==> config.mk <==
export PLATFORM = sky130hd
export DESIGN_NAME = fifo_write_arbiter_flat
export DESIGN_NICKNAME = d
export VERILOG_FILES = /design/src/rtl/fifo_write_arbiter_pkg.sv /design/src/rtl/fifo_write_arbiter_if.sv /design/src/rtl/fifo_write_arbiter_rr_priority_picker.sv /design/src/rtl/fifo_write_arbiter.sv /design/src/flat_wrapper.sv
export SDC_FILE = /design/constraint.sdc
export NUM_CORES = 1
export LEC_CHECK = 0
export CAP_MARGIN = 20
export CORE_MARGIN = 2
export CORE_UTILIZATION = 48
export DETAILED_ROUTE_END_ITERATION = 10
export PLACE_DENSITY = 0.9
export RECOVER_POWER = 25
export SYNTH_ARGS = -nofsm -noshare
export SYNTH_HDL_FRONTEND = slang
export SYNTH_SLANG_ARGS = --single-unit
==> constraint.sdc <==
create_clock -name clk -period 3.8 [get_ports clk]
set_input_delay 0.95 -clock clk [delete_from_list [all_inputs] [get_ports clk]]
set_output_delay 0.95 -clock clk [all_outputs]
set_load 0.005 [all_outputs]
==> src/rtl/fifo_write_arbiter_pkg.sv <==
// Shared types and constants for the FIFO write-port arbiter: FSM states,
// header word layout and truncation counter width.
package fifo_write_arbiter_pkg;

    typedef enum logic [1:0] {
        ST_IDLE   = 2'd0,
        ST_HEADER = 2'd1,
        ST_BURST  = 2'd2
    } arb_state_t;

    localparam logic [3:0] HDR_MAGIC     = 4'hA;
    localparam int         HDR_W         = 16;
    localparam int         HDR_MAGIC_LSB = 12;
    localparam int         HDR_PORT_LSB  = 8;
    localparam int         TRUNC_W       = 16;

    // Header word announcing which requester owns the packet that follows.
    function automatic logic [HDR_W-1:0] make_header(input logic [3:0] port);
        logic [HDR_W-1:0] h;
        h = '0;
        h[HDR_MAGIC_LSB +: 4] = HDR_MAGIC;
        h[HDR_PORT_LSB  +: 4] = port;
        return h;
    endfunction

endpackage

==> src/rtl/fifo_write_arbiter_if.sv <==
// Requester and FIFO write-side bundle of the arbiter. The master modport is the
// requester/FIFO side, the slave modport is the arbiter.
interface fifo_write_arbiter_if #(
    parameter int NUM_PORTS  = 2,
    parameter int DATA_WIDTH = 16,
    parameter int SIZE_WIDTH = 10
);
    import fifo_write_arbiter_pkg::*;

    logic [NUM_PORTS-1:0]            req_valid;
    logic [NUM_PORTS*DATA_WIDTH-1:0] req_data;
    logic [NUM_PORTS-1:0]            req_last;
    logic [NUM_PORTS-1:0]            req_ready;
    logic                            fifo_wr_en;
    logic [DATA_WIDTH-1:0]           fifo_wr_data;
    logic                            fifo_wr_full;
    logic [SIZE_WIDTH-1:0]           fifo_wr_free;
    logic [NUM_PORTS-1:0]            grant;
    logic [TRUNC_W-1:0]              trunc_count;

    modport master (
        output req_valid, req_data, req_last, fifo_wr_full, fifo_wr_free,
        input  req_ready, fifo_wr_en, fifo_wr_data, grant, trunc_count
    );

    modport slave (
        input  req_valid, req_data, req_last, fifo_wr_full, fifo_wr_free,
        output req_ready, fifo_wr_en, fifo_wr_data, grant, trunc_count
    );

endinterface

==> src/rtl/fifo_write_arbiter_rr_priority_picker.sv <==
// Combinational round-robin picker: first asserted request at or after the
// start index, wrapping; returns one-hot pick, its index and a found flag.
module rr_priority_picker #(
    parameter int NUM_PORTS = 2,
    parameter int IDX_W     = $clog2(NUM_PORTS)
) (
    input  logic [NUM_PORTS-1:0] req,
    input  logic [IDX_W-1:0]     start,
    output logic [NUM_PORTS-1:0] pick,
    output logic [IDX_W-1:0]     pick_idx,
    output logic                 found
);

    int p;

    always_comb begin
        pick     = '0;
        pick_idx = '0;
        found    = 1'b0;
        p        = 0;
        for (int off = 0; off < NUM_PORTS; off++) begin
            p = int'(start) + off;
            if (p >= NUM_PORTS) begin
                p = p - NUM_PORTS;
            end
            if (!found && req[p]) begin
                found    = 1'b1;
                pick[p]  = 1'b1;
                pick_idx = IDX_W'(p);
            end
        end
    end

endmodule

==> src/rtl/fifo_write_arbiter.sv <==
// Round-robin, packet-locked arbiter sharing one FIFO write port between requesters.
// Optional build macro FIFO_ARB_HEADER_EN inserts a one-word packet header.
module fifo_write_arbiter
    import fifo_write_arbiter_pkg::*;
#(
    parameter int NUM_PORTS  = 2,
    parameter int DATA_WIDTH = 16,
    parameter int SIZE_WIDTH = 10,
    parameter int MIN_FREE   = 64,
    parameter int MAX_BURST  = 256
) (
    input  logic                  clk,
    input  logic                  reset,
    fifo_write_arbiter_if.slave   bus
);

    localparam int IDX_W = $clog2(NUM_PORTS);
    localparam int CNT_W = $clog2(MAX_BURST + 1);
    localparam logic [SIZE_WIDTH-1:0] MIN_FREE_W   = SIZE_WIDTH'(MIN_FREE);
    // One word may already sit in the output register, so a burst needs room for two.
    localparam logic [SIZE_WIDTH-1:0] BURST_FREE_W = SIZE_WIDTH'(2);
    localparam logic [CNT_W-1:0]      LIMIT_CNT    = CNT_W'(MAX_BURST - 1);

    arb_state_t             state_q, state_d;
    logic [NUM_PORTS-1:0]   grant_q, grant_d;
    logic [IDX_W-1:0]       gidx_q, gidx_d;
    logic [IDX_W-1:0]       rr_q, rr_d;
    logic [CNT_W-1:0]       cnt_q, cnt_d;
    logic                   wr_en_q, wr_en_d;
    logic [DATA_WIDTH-1:0]  wr_data_q, wr_data_d;
    logic [TRUNC_W-1:0]     trunc_q, trunc_d;

    logic [NUM_PORTS-1:0]   pick;
    logic [IDX_W-1:0]       pick_idx;
    logic                   pick_found;
    logic                   space_ok;
    logic                   start_ok;
    logic [NUM_PORTS-1:0]   ready;
    logic [DATA_WIDTH-1:0]  g_data;
    logic                   accept;
    logic                   acc_last;
    logic                   acc_limit;

    function automatic logic [TRUNC_W-1:0] sat_inc(input logic [TRUNC_W-1:0] v);
        return (v == '1) ? v : v + 1'b1;
    endfunction

    function automatic logic [IDX_W-1:0] next_port(input logic [IDX_W-1:0] i);
        return (int'(i) == NUM_PORTS - 1) ? '0 : i + 1'b1;
    endfunction

    rr_priority_picker #(
        .NUM_PORTS (NUM_PORTS),
        .IDX_W     (IDX_W)
    ) u_picker (
        .req      (bus.req_valid),
        .start    (rr_q),
        .pick     (pick),
        .pick_idx (pick_idx),
        .found    (pick_found)
    );

    always_comb begin
        space_ok  = (bus.fifo_wr_free >= BURST_FREE_W) && !bus.fifo_wr_full;
        start_ok  = pick_found && (bus.fifo_wr_free >= MIN_FREE_W) && !bus.fifo_wr_full;
        ready     = '0;
        if (state_q == ST_BURST && space_ok) begin
            ready = grant_q;
        end
        g_data    = bus.req_data[int'(gidx_q) * DATA_WIDTH +: DATA_WIDTH];
        accept    = |(bus.req_valid & ready);
        acc_last  = accept && bus.req_last[gidx_q];
        acc_limit = accept && !bus.req_last[gidx_q] && (cnt_q == LIMIT_CNT);
    end

    always_comb begin
        state_d   = state_q;
        grant_d   = grant_q;
        gidx_d    = gidx_q;
        rr_d      = rr_q;
        cnt_d     = cnt_q;
        wr_en_d   = 1'b0;
        wr_data_d = wr_data_q;
        trunc_d   = trunc_q;
        case (state_q)
            ST_IDLE: begin
                if (start_ok) begin
                    grant_d = pick;
                    gidx_d  = pick_idx;
                    cnt_d   = '0;
`ifdef FIFO_ARB_HEADER_EN
                    state_d = ST_HEADER;
`else
                    state_d = ST_BURST;
`endif
                end
            end
`ifdef FIFO_ARB_HEADER_EN
            ST_HEADER: begin
                wr_en_d   = 1'b1;
                wr_data_d = DATA_WIDTH'(make_header(4'(gidx_q)));
                state_d   = ST_BURST;
            end
`endif
            ST_BURST: begin
                if (accept) begin
                    wr_en_d   = 1'b1;
                    wr_data_d = g_data;
                    cnt_d     = cnt_q + 1'b1;
                    // A truncated packet's remainder re-enters arbitration as a new packet.
                    if (acc_last || acc_limit) begin
                        state_d = ST_IDLE;
                        grant_d = '0;
                        rr_d    = next_port(gidx_q);
                    end
                    if (acc_limit) begin
                        trunc_d = sat_inc(trunc_q);
                    end
                end
            end
            default: state_d = ST_IDLE;
        endcase
    end

    // Output register stage: accepted word reaches the FIFO one cycle after acceptance.
    always_ff @(posedge clk or posedge reset) begin
        if (reset) begin
            state_q   <= ST_IDLE;
            grant_q   <= '0;
            gidx_q    <= '0;
            rr_q      <= '0;
            cnt_q     <= '0;
            wr_en_q   <= 1'b0;
            wr_data_q <= '0;
            trunc_q   <= '0;
        end else begin
            state_q   <= state_d;
            grant_q   <= grant_d;
            gidx_q    <= gidx_d;
            rr_q      <= rr_d;
            cnt_q     <= cnt_d;
            wr_en_q   <= wr_en_d;
            wr_data_q <= wr_data_d;
            trunc_q   <= trunc_d;
        end
    end

    assign bus.req_ready    = ready;
    assign bus.fifo_wr_en   = wr_en_q;
    assign bus.fifo_wr_data = wr_data_q;
    assign bus.grant        = grant_q;
    assign bus.trunc_count  = trunc_q;

endmodule

==> src/flat_wrapper.sv <==
// flat-port wrapper written by rule: the top's interface ports become plain ports
module fifo_write_arbiter_flat import fifo_write_arbiter_pkg::*;
#(
    parameter int NUM_PORTS  = 2,
    parameter int DATA_WIDTH = 16,
    parameter int SIZE_WIDTH = 10,
    parameter int MIN_FREE   = 64,
    parameter int MAX_BURST  = 256
)
  (clk, reset, bus_req_valid, bus_req_data, bus_req_last, bus_fifo_wr_full, bus_fifo_wr_free, bus_req_ready, bus_fifo_wr_en, bus_fifo_wr_data, bus_grant, bus_trunc_count);
  fifo_write_arbiter_if #(.NUM_PORTS(NUM_PORTS), .DATA_WIDTH(DATA_WIDTH), .SIZE_WIDTH(SIZE_WIDTH)) bus_i ();
  input  logic clk;
  input  logic reset;
  input wire logic [$bits(bus_i.req_valid)-1:0] bus_req_valid;
  input wire logic [$bits(bus_i.req_data)-1:0] bus_req_data;
  input wire logic [$bits(bus_i.req_last)-1:0] bus_req_last;
  input wire logic [$bits(bus_i.fifo_wr_full)-1:0] bus_fifo_wr_full;
  input wire logic [$bits(bus_i.fifo_wr_free)-1:0] bus_fifo_wr_free;
  output wire logic [$bits(bus_i.req_ready)-1:0] bus_req_ready;
  output wire logic [$bits(bus_i.fifo_wr_en)-1:0] bus_fifo_wr_en;
  output wire logic [$bits(bus_i.fifo_wr_data)-1:0] bus_fifo_wr_data;
  output wire logic [$bits(bus_i.grant)-1:0] bus_grant;
  output wire logic [$bits(bus_i.trunc_count)-1:0] bus_trunc_count;
  assign bus_i.req_valid = bus_req_valid;
  assign bus_i.req_data = bus_req_data;
  assign bus_i.req_last = bus_req_last;
  assign bus_i.fifo_wr_full = bus_fifo_wr_full;
  assign bus_i.fifo_wr_free = bus_fifo_wr_free;
  assign bus_req_ready = bus_i.req_ready;
  assign bus_fifo_wr_en = bus_i.fifo_wr_en;
  assign bus_fifo_wr_data = bus_i.fifo_wr_data;
  assign bus_grant = bus_i.grant;
  assign bus_trunc_count = bus_i.trunc_count;
  fifo_write_arbiter #(.NUM_PORTS(NUM_PORTS), .DATA_WIDTH(DATA_WIDTH), .SIZE_WIDTH(SIZE_WIDTH), .MIN_FREE(MIN_FREE), .MAX_BURST(MAX_BURST)) u_core (.clk(clk), .reset(reset), .bus(bus_i));
endmodule
==> results of run 1 <==
final cells by class:
class                           instances  area [µm²]  area share (%)
Clock buffer                            6        82.6            2.47
Timing Repair Buffer                   88         876            26.2
Clock inverter                          2        35.0            1.05
Inverter                                8        30.0           0.900
Tap cell                               54        67.6            2.02
Multi-Input combinational cell        164        1070            32.1
Sequential cell                        47        1180            35.2
layout by cell type (no fill, tap or decap), drive strengths merged, types with 3 or more instances in the layout:
master         instances
xnor2                 14
nand4                 13
buf                    3
nand3                 10
ha                     3
nor2                  11
mux2                   3
nor3                   6
nand2                 38
mux2i                 19
inv                    8
clkbuf                 6
nor4                   6
dfrtp                 47
clkdlybuf4s50         83
and3                   5
o21ai                 21
power by group through the flow:
| stage | Clock [mW] | Combinational [mW] | Sequential, mW |
|---|---|---|---|
| finish | 0.375 | 0.557 | 0.695 |
| global placement | 0 | 0.551 | 0.696 |
| CTS | 0.387 | 0.568 | 0.695 |
| detailed placement | 0 | 0.566 | 0.703 |
| floorplan | 0 | 0.273 | 0.695 |
| global route | 0.407 | 0.613 | 0.711 |
synthesized netlist by cell type (2+ instances only):
library cell	number
inv_1	8
nor3_1	6
nand2_1	38
buf_2	4
nand4_1	12
nand3_1	9
nor2_1	11
mux2i_1	18
mux2_2	3
xnor2_1	14
o21ai_0	21
and3_1	5
ha_1	3
dfrtp_1	47
clkbuf_1	2
nor4_1	4
flip-flops by register name, summed over array words and instances (netlist names):
register                 cells
u_core.bus.fifo_wr_data     16
u_core.rr_q                  1
u_core.bus.grant             2
u_core.gidx_q                1
u_core.state_q               1
u_core.bus.trunc_count      16
u_core.bus.fifo_wr_en        1
u_core.cnt_q                 9
tightest hold or removal path, delay by kind of cell (launching register included):
family / cells / cell delay [ns]
flops: 1 / 0.35
compound gates: 1 / 0.06
simple gates: 1 / 0.04
kinds of logic (layout without fill, tap and decap cells):
| logic type | Yosys count | count (layout) | share of synthesized area, % |
|---|---|---|---|
| xor gates and xnor gates | 14 | 14 | 5.29 |
| AOI/OAI and AO/OA | 31 | 31 | 7.88 |
| adders and majority gates | 3 | 3 | 1.62 |
| muxes | 22 | 22 | 10.2 |
| and+or+nand+nor | 94 | 94 | 21.2 |
| buffers and inverters | 16 | 104 | 3.13 |
| DFF | 47 | 47 | 50.7 |
routing by layer:
layer / GRT usage, % / vias to the layer above / wire length (µm)
met4: 5.25 / 0 / 48
met5: 0 / - / 0
li1: - / 977 / -
met3: 5.21 / 6 / 281
met1: 24.9 / 953 / 2110
met2: 37.2 / 57 / 2780
worst min-delay path by stage:
stage          slack, ns                                 endpoint
2_1_floorplan       0.47              u_core.cnt_q[2]$_DFFE_PP0P_
3_3_place_gp        0.46   u_core.bus.fifo_wr_data[3]$_DFFE_PP0P_
3_5_place_dp        0.47   u_core.bus.fifo_wr_data[8]$_DFFE_PP0P_
4_1_cts             0.49   u_core.bus.fifo_wr_data[8]$_DFFE_PP0P_
5_1_grt             0.51  u_core.bus.fifo_wr_data[12]$_DFFE_PP0P_
6_report            0.48   u_core.bus.fifo_wr_data[0]$_DFFE_PP0P_
==> results.yml, run 1 <==
timing:
  tns_ns: 0
  min_period_ns: 3.51
  setup_slack_ns: 0.287
  tightest_slew_ns: 1.94
  whs_ns: 0.483
  min_period_over_period_pct: 92.4
  finalMaxSlewViolations: 45
  setup_viol: 0
  max_freq_mhz: 285
  hold_viol: 0
  skew_ns: 0.00548
  relSlewSlack_pct: -29.1
  grt_setup_unrepaired: "no"
detailed_routing:
  num_vias: 1993
  dr.pass1.iters: 4
  viasPerCell: 5.40
  wl_per_cell_um: 14.1
  drt_iter0_markers: 82
  drc: 0
  ant_nets: 0
  drt-total-wl_um: 5220
global_routing:
  grt_pass1_vias: 1959
  grt_max_degree: 48
  grt_pass1_wl_um: 8710
  grt_overflow: 0
  grt_use_total_pct: 20.8
  antenna_found_initial: 0
hold_path:
  min_path_cells: 2
  hp-start: "u_core.bus.fifo_wr_data[0]$_DFFE_PP0P_"
  min_path_type: "reg -> reg"
cells_and_area:
  diodes: 0
  layoutNonFillerInstCount: 369
  layout-area-overhead-vs-synth_pct: 43.9
  drive_above_1_share_pct: 6.03
  fillCellCount: 364
  post-route-util_pct: 71.1
  fin_nets: 366
  finish.instance_area_um2: 3340
yosys:
  synth_area_um2: 2320
  async_flop_share_pct: 100
  synth_ff_type: "dfrtp_1"
  ys_seq_area_share_pct: 50.7
  synth_cell_type_count: 38
  synth.ff_latch_count: 47
  synth_edf_count: 0
  synth_area_leaders: "dfrtp_1 51%, mux2i_1 7.8%, nand2_1 6.1%"
  syn-num-nets: 279
  synth.avg_cell_area_um2: 10.2
  yosys.area.top_type: "dfrtp_1"
  ys_warn_count: 0
  synth_cells: 227
  synth.top_cell.area_share_pct: 50.7
worst_setup_path:
  cp.arrival_ns: 2.56
  critPathLaunchType: "input pin"
  r2r_start: "u_core.cnt_q[0]$_DFFE_PP0P_"
  endpoint: "bus_req_ready[1]"
  cp_max_fo: 3
  crit_path_start: "bus_fifo_wr_free[9]"
  rr_worst_depth: 8
  r2r_setup_slack_ns: 1.59
  critPathMostFrequentCell: "clkdlybuf4s50_1"
  slowest_stage: "clkdlybuf4s50_1"
  worst_ep_required_time_ns: 2.85
  worst_path_dominant_cell_family: "buffers and inverters"
  cp_slowest_stage_delay_ns: 0.44
  r2r-end: "u_core.bus.trunc_count[12]$_DFFE_PP0P_"
  critical_path_class: "in -> out"
  worstPathCellList: "clkdlybuf4s50_1, nor4_1, nand3_1, and3_1, clkdlybuf4s50_1"
  cp.buffers_inverters: 2
  endpoint_kind: "output pin"
  cp_num_cells: 5
power_and_ir_drop:
  pwr-share-clk_pct: 23.0
  switching_power_mw: 0.477
  power_per_cell_area_nw_per_um2: 488
  p_int_mw: 1.15
  p_comb_share_pct: 34.3
  p_leak_nw: 1.39
  vdd_drop_max_mv: 0.324
  p_total_mw: 1.63
  seq_power_share_pct: 42.7
  swShare_pct: 29.3
floorplan:
  io_pins: 86
  die_y_um: 73.5
  core_area_um2: 4690
  die_x_um: 73.5
  row_count: 25
  die-area_um2: 5410
  start_util_pct: 49.4
placed_design:
  io_buffer_count: 84
  postPlaceCellArea_um2: 3210
  place.gp.congestion: 0.830
  dp_slack_ns: 0.294
  hpwl_um: 3950
  numPlacedInstances: 360
clock_tree:
  insertion_delay_ns: 0.30
  clk_pin_slew_ns: 0.08
  root_buffer: "clkbuf_8"
  h-tree-depth: 2
  cts_buffer_depth: 2
  cts_buffers: 5
  ctsHoldBuffers: 0
  cts_tree: "done"
  cts_sinks: 47
  cts_setup_buffers: 0
  cts_resized: 0
flow_run:
  max_cap_viol_count: 1
outcome:
  violations: "capacitance limit, slew limit"
  outcome: "finished with violations"
(Power assumes the default switching activity.)
==> run 2: changes to the inputs <==
CELL_PAD_IN_SITES_DETAIL_PLACEMENT = 0   (was unset)
CELL_PAD_IN_SITES_GLOBAL_PLACEMENT = 2   (was unset)
CORE_UTILIZATION = 28   (was 48)
PLACE_DENSITY = 0.88   (was 0.9)
==> results.yml, run 2 (synthesized netlist as in run 1, its figures left out) <==
cells_and_area:
  seq_area_um2: 1180
  layout-area-overhead-vs-synth_pct: 45.0
  layout_commonest_cell: "clkdlybuf4s50_1"
  fin_nets: 366
  fillCellCount: 800
  diodes: 0
  post-route-util_pct: 41.3
  mostFrequentLayoutCells: "83 x clkdlybuf4s50_1, 47 x dfrtp_1, 38 x nand2_1"
  drive_above_1_share_pct: 5.73
  multi_input_area_um2: 1070
timing:
  max_freq_mhz: 285
  min_period_ns: 3.51
  grt_setup_unrepaired: "no"
  relSlewSlack_pct: -8.39
  tightest_slew_ns: 1.63
  hold_viol: 0
  whs_ns: 0.484
  tns_ns: 0
  skew_ns: 0.00773
  min_period_over_period_pct: 92.4
  finalMaxSlewViolations: 31
  setup_viol: 0
global_routing:
  grt_use_total_pct: 12.7
  grt_pass1_vias: 1891
  grt_overflow: 0
  antenna_found_initial: 0
  grt_pass1_wl_um: 8960
  grt_max_degree: 48
hold_path:
  min_path_type: "reg -> reg"
clock_tree:
  insertion_delay_ns: 0.30
  h-tree-depth: 2
  cts_tree: "done"
  clk_pin_slew_ns: 0.09
  cts_buffers: 5
  ctsHoldBuffers: 0
  cts_setup_buffers: 0
  cts_buffer_depth: 2
  cts_sinks: 47
  cts_resized: 0
  root_buffer: "clkbuf_8"
detailed_routing:
  num_vias: 1971
  wl_per_cell_um: 13.1
  viasPerCell: 4.70
  drt_iter0_markers: 43
  drt-total-wl_um: 5510
  ant_nets: 0
  drc: 0
  dr.pass1.iters: 4
outcome:
  violations: "capacitance limit, slew limit"
  outcome: "finished with violations"
floorplan:
  start_util_pct: 28.5
  io_pins: 86
  core_area_um2: 8130
  die_x_um: 95.0
  die_y_um: 95.0
  row_count: 33
  die-area_um2: 9030
placed_design:
  place.gp.congestion: 0.772
  io_buffer_count: 84
  hpwl_um: 4110
worst_setup_path:
  critical_path_class: "in -> out"
  endpoint_kind: "output pin"
  critPathLaunchType: "input pin"
  cp_max_fo: 3
  worst_ep_required_time_ns: 2.85
  cp.arrival_ns: 2.56
  r2r_setup_slack_ns: 1.60
flow_run:
  max_cap_viol_count: 1
power_and_ir_drop:
  power_per_cell_area_nw_per_um2: 465
  vdd_drop_max_mv: 0.223
  p_leak_nw: 1.37
==> run 2: layer usage <==
layer	GRT usage, %	wire (µm)	up-vias
met5	0	0	-
met4	2.54	40	0
met3	4.19	310	5
met2	21.6	2670	50
met1	15.8	2490	938
li1	-	-	978
==> run 2: through the flow <==
step	instances	setup WS, ns	cell area (µm²)	total power, mW
2_1_floorplan	227	1.11	2320	0.968
3_3_place_gp	411	0.298	3270	1.27
3_5_place_dp	411	0.286	3270	1.28
4_1_cts	418	0.266	3360	1.59
5_1_grt	419	0.149	3360	1.68
6_report	419	0.289	3360	1.56
==> run 2: area by class of cell <==
class	count	share of cell area (%)
flip-flops and latches	47	35.0
multi-input cells	164	31.8
repair buffers	88	25.8
well taps	105	3.91
clock buffers	6	2.46
inverters	8	0.893
clock inverters	1	0.149
==> run 2: where the power goes <==
group,total (mW),internal (mW),switching (mW)
clock,0.308,0.143,0.165
sequential,0.693,0.616,0.0766
combinational,0.562,0.322,0.240
total,1.56,1.08,0.482
==> run 2: final timing paths <==
path / from / end / cells after the start
setup / recovery: bus_fifo_wr_free[9] / bus_req_ready[1] / 5
setup reg to reg: u_core.cnt_q[0]$_DFFE_PP0P_ / u_core.bus.trunc_count[5]$_DFFE_PP0P_ / 8
max in group asynchronous: reset / u_core.bus.trunc_count[1]$_DFFE_PP0P_ / 3
hold reg to reg: u_core.bus.fifo_wr_data[4]$_DFFE_PP0P_ / u_core.bus.fifo_wr_data[4]$_DFFE_PP0P_ / 2
hold / removal: u_core.bus.fifo_wr_data[4]$_DFFE_PP0P_ / u_core.bus.fifo_wr_data[4]$_DFFE_PP0P_ / 2
min in group asynchronous: reset / u_core.bus.trunc_count[8]$_DFFE_PP0P_ / 2
==> run 2: worst max-delay path, cell delays in order <==
cell	delay (ns)
clkdlybuf4s50_1	0.40
nor4_1	0.37
nand3_1	0.19
and3_1	0.21
clkdlybuf4s50_1	0.44
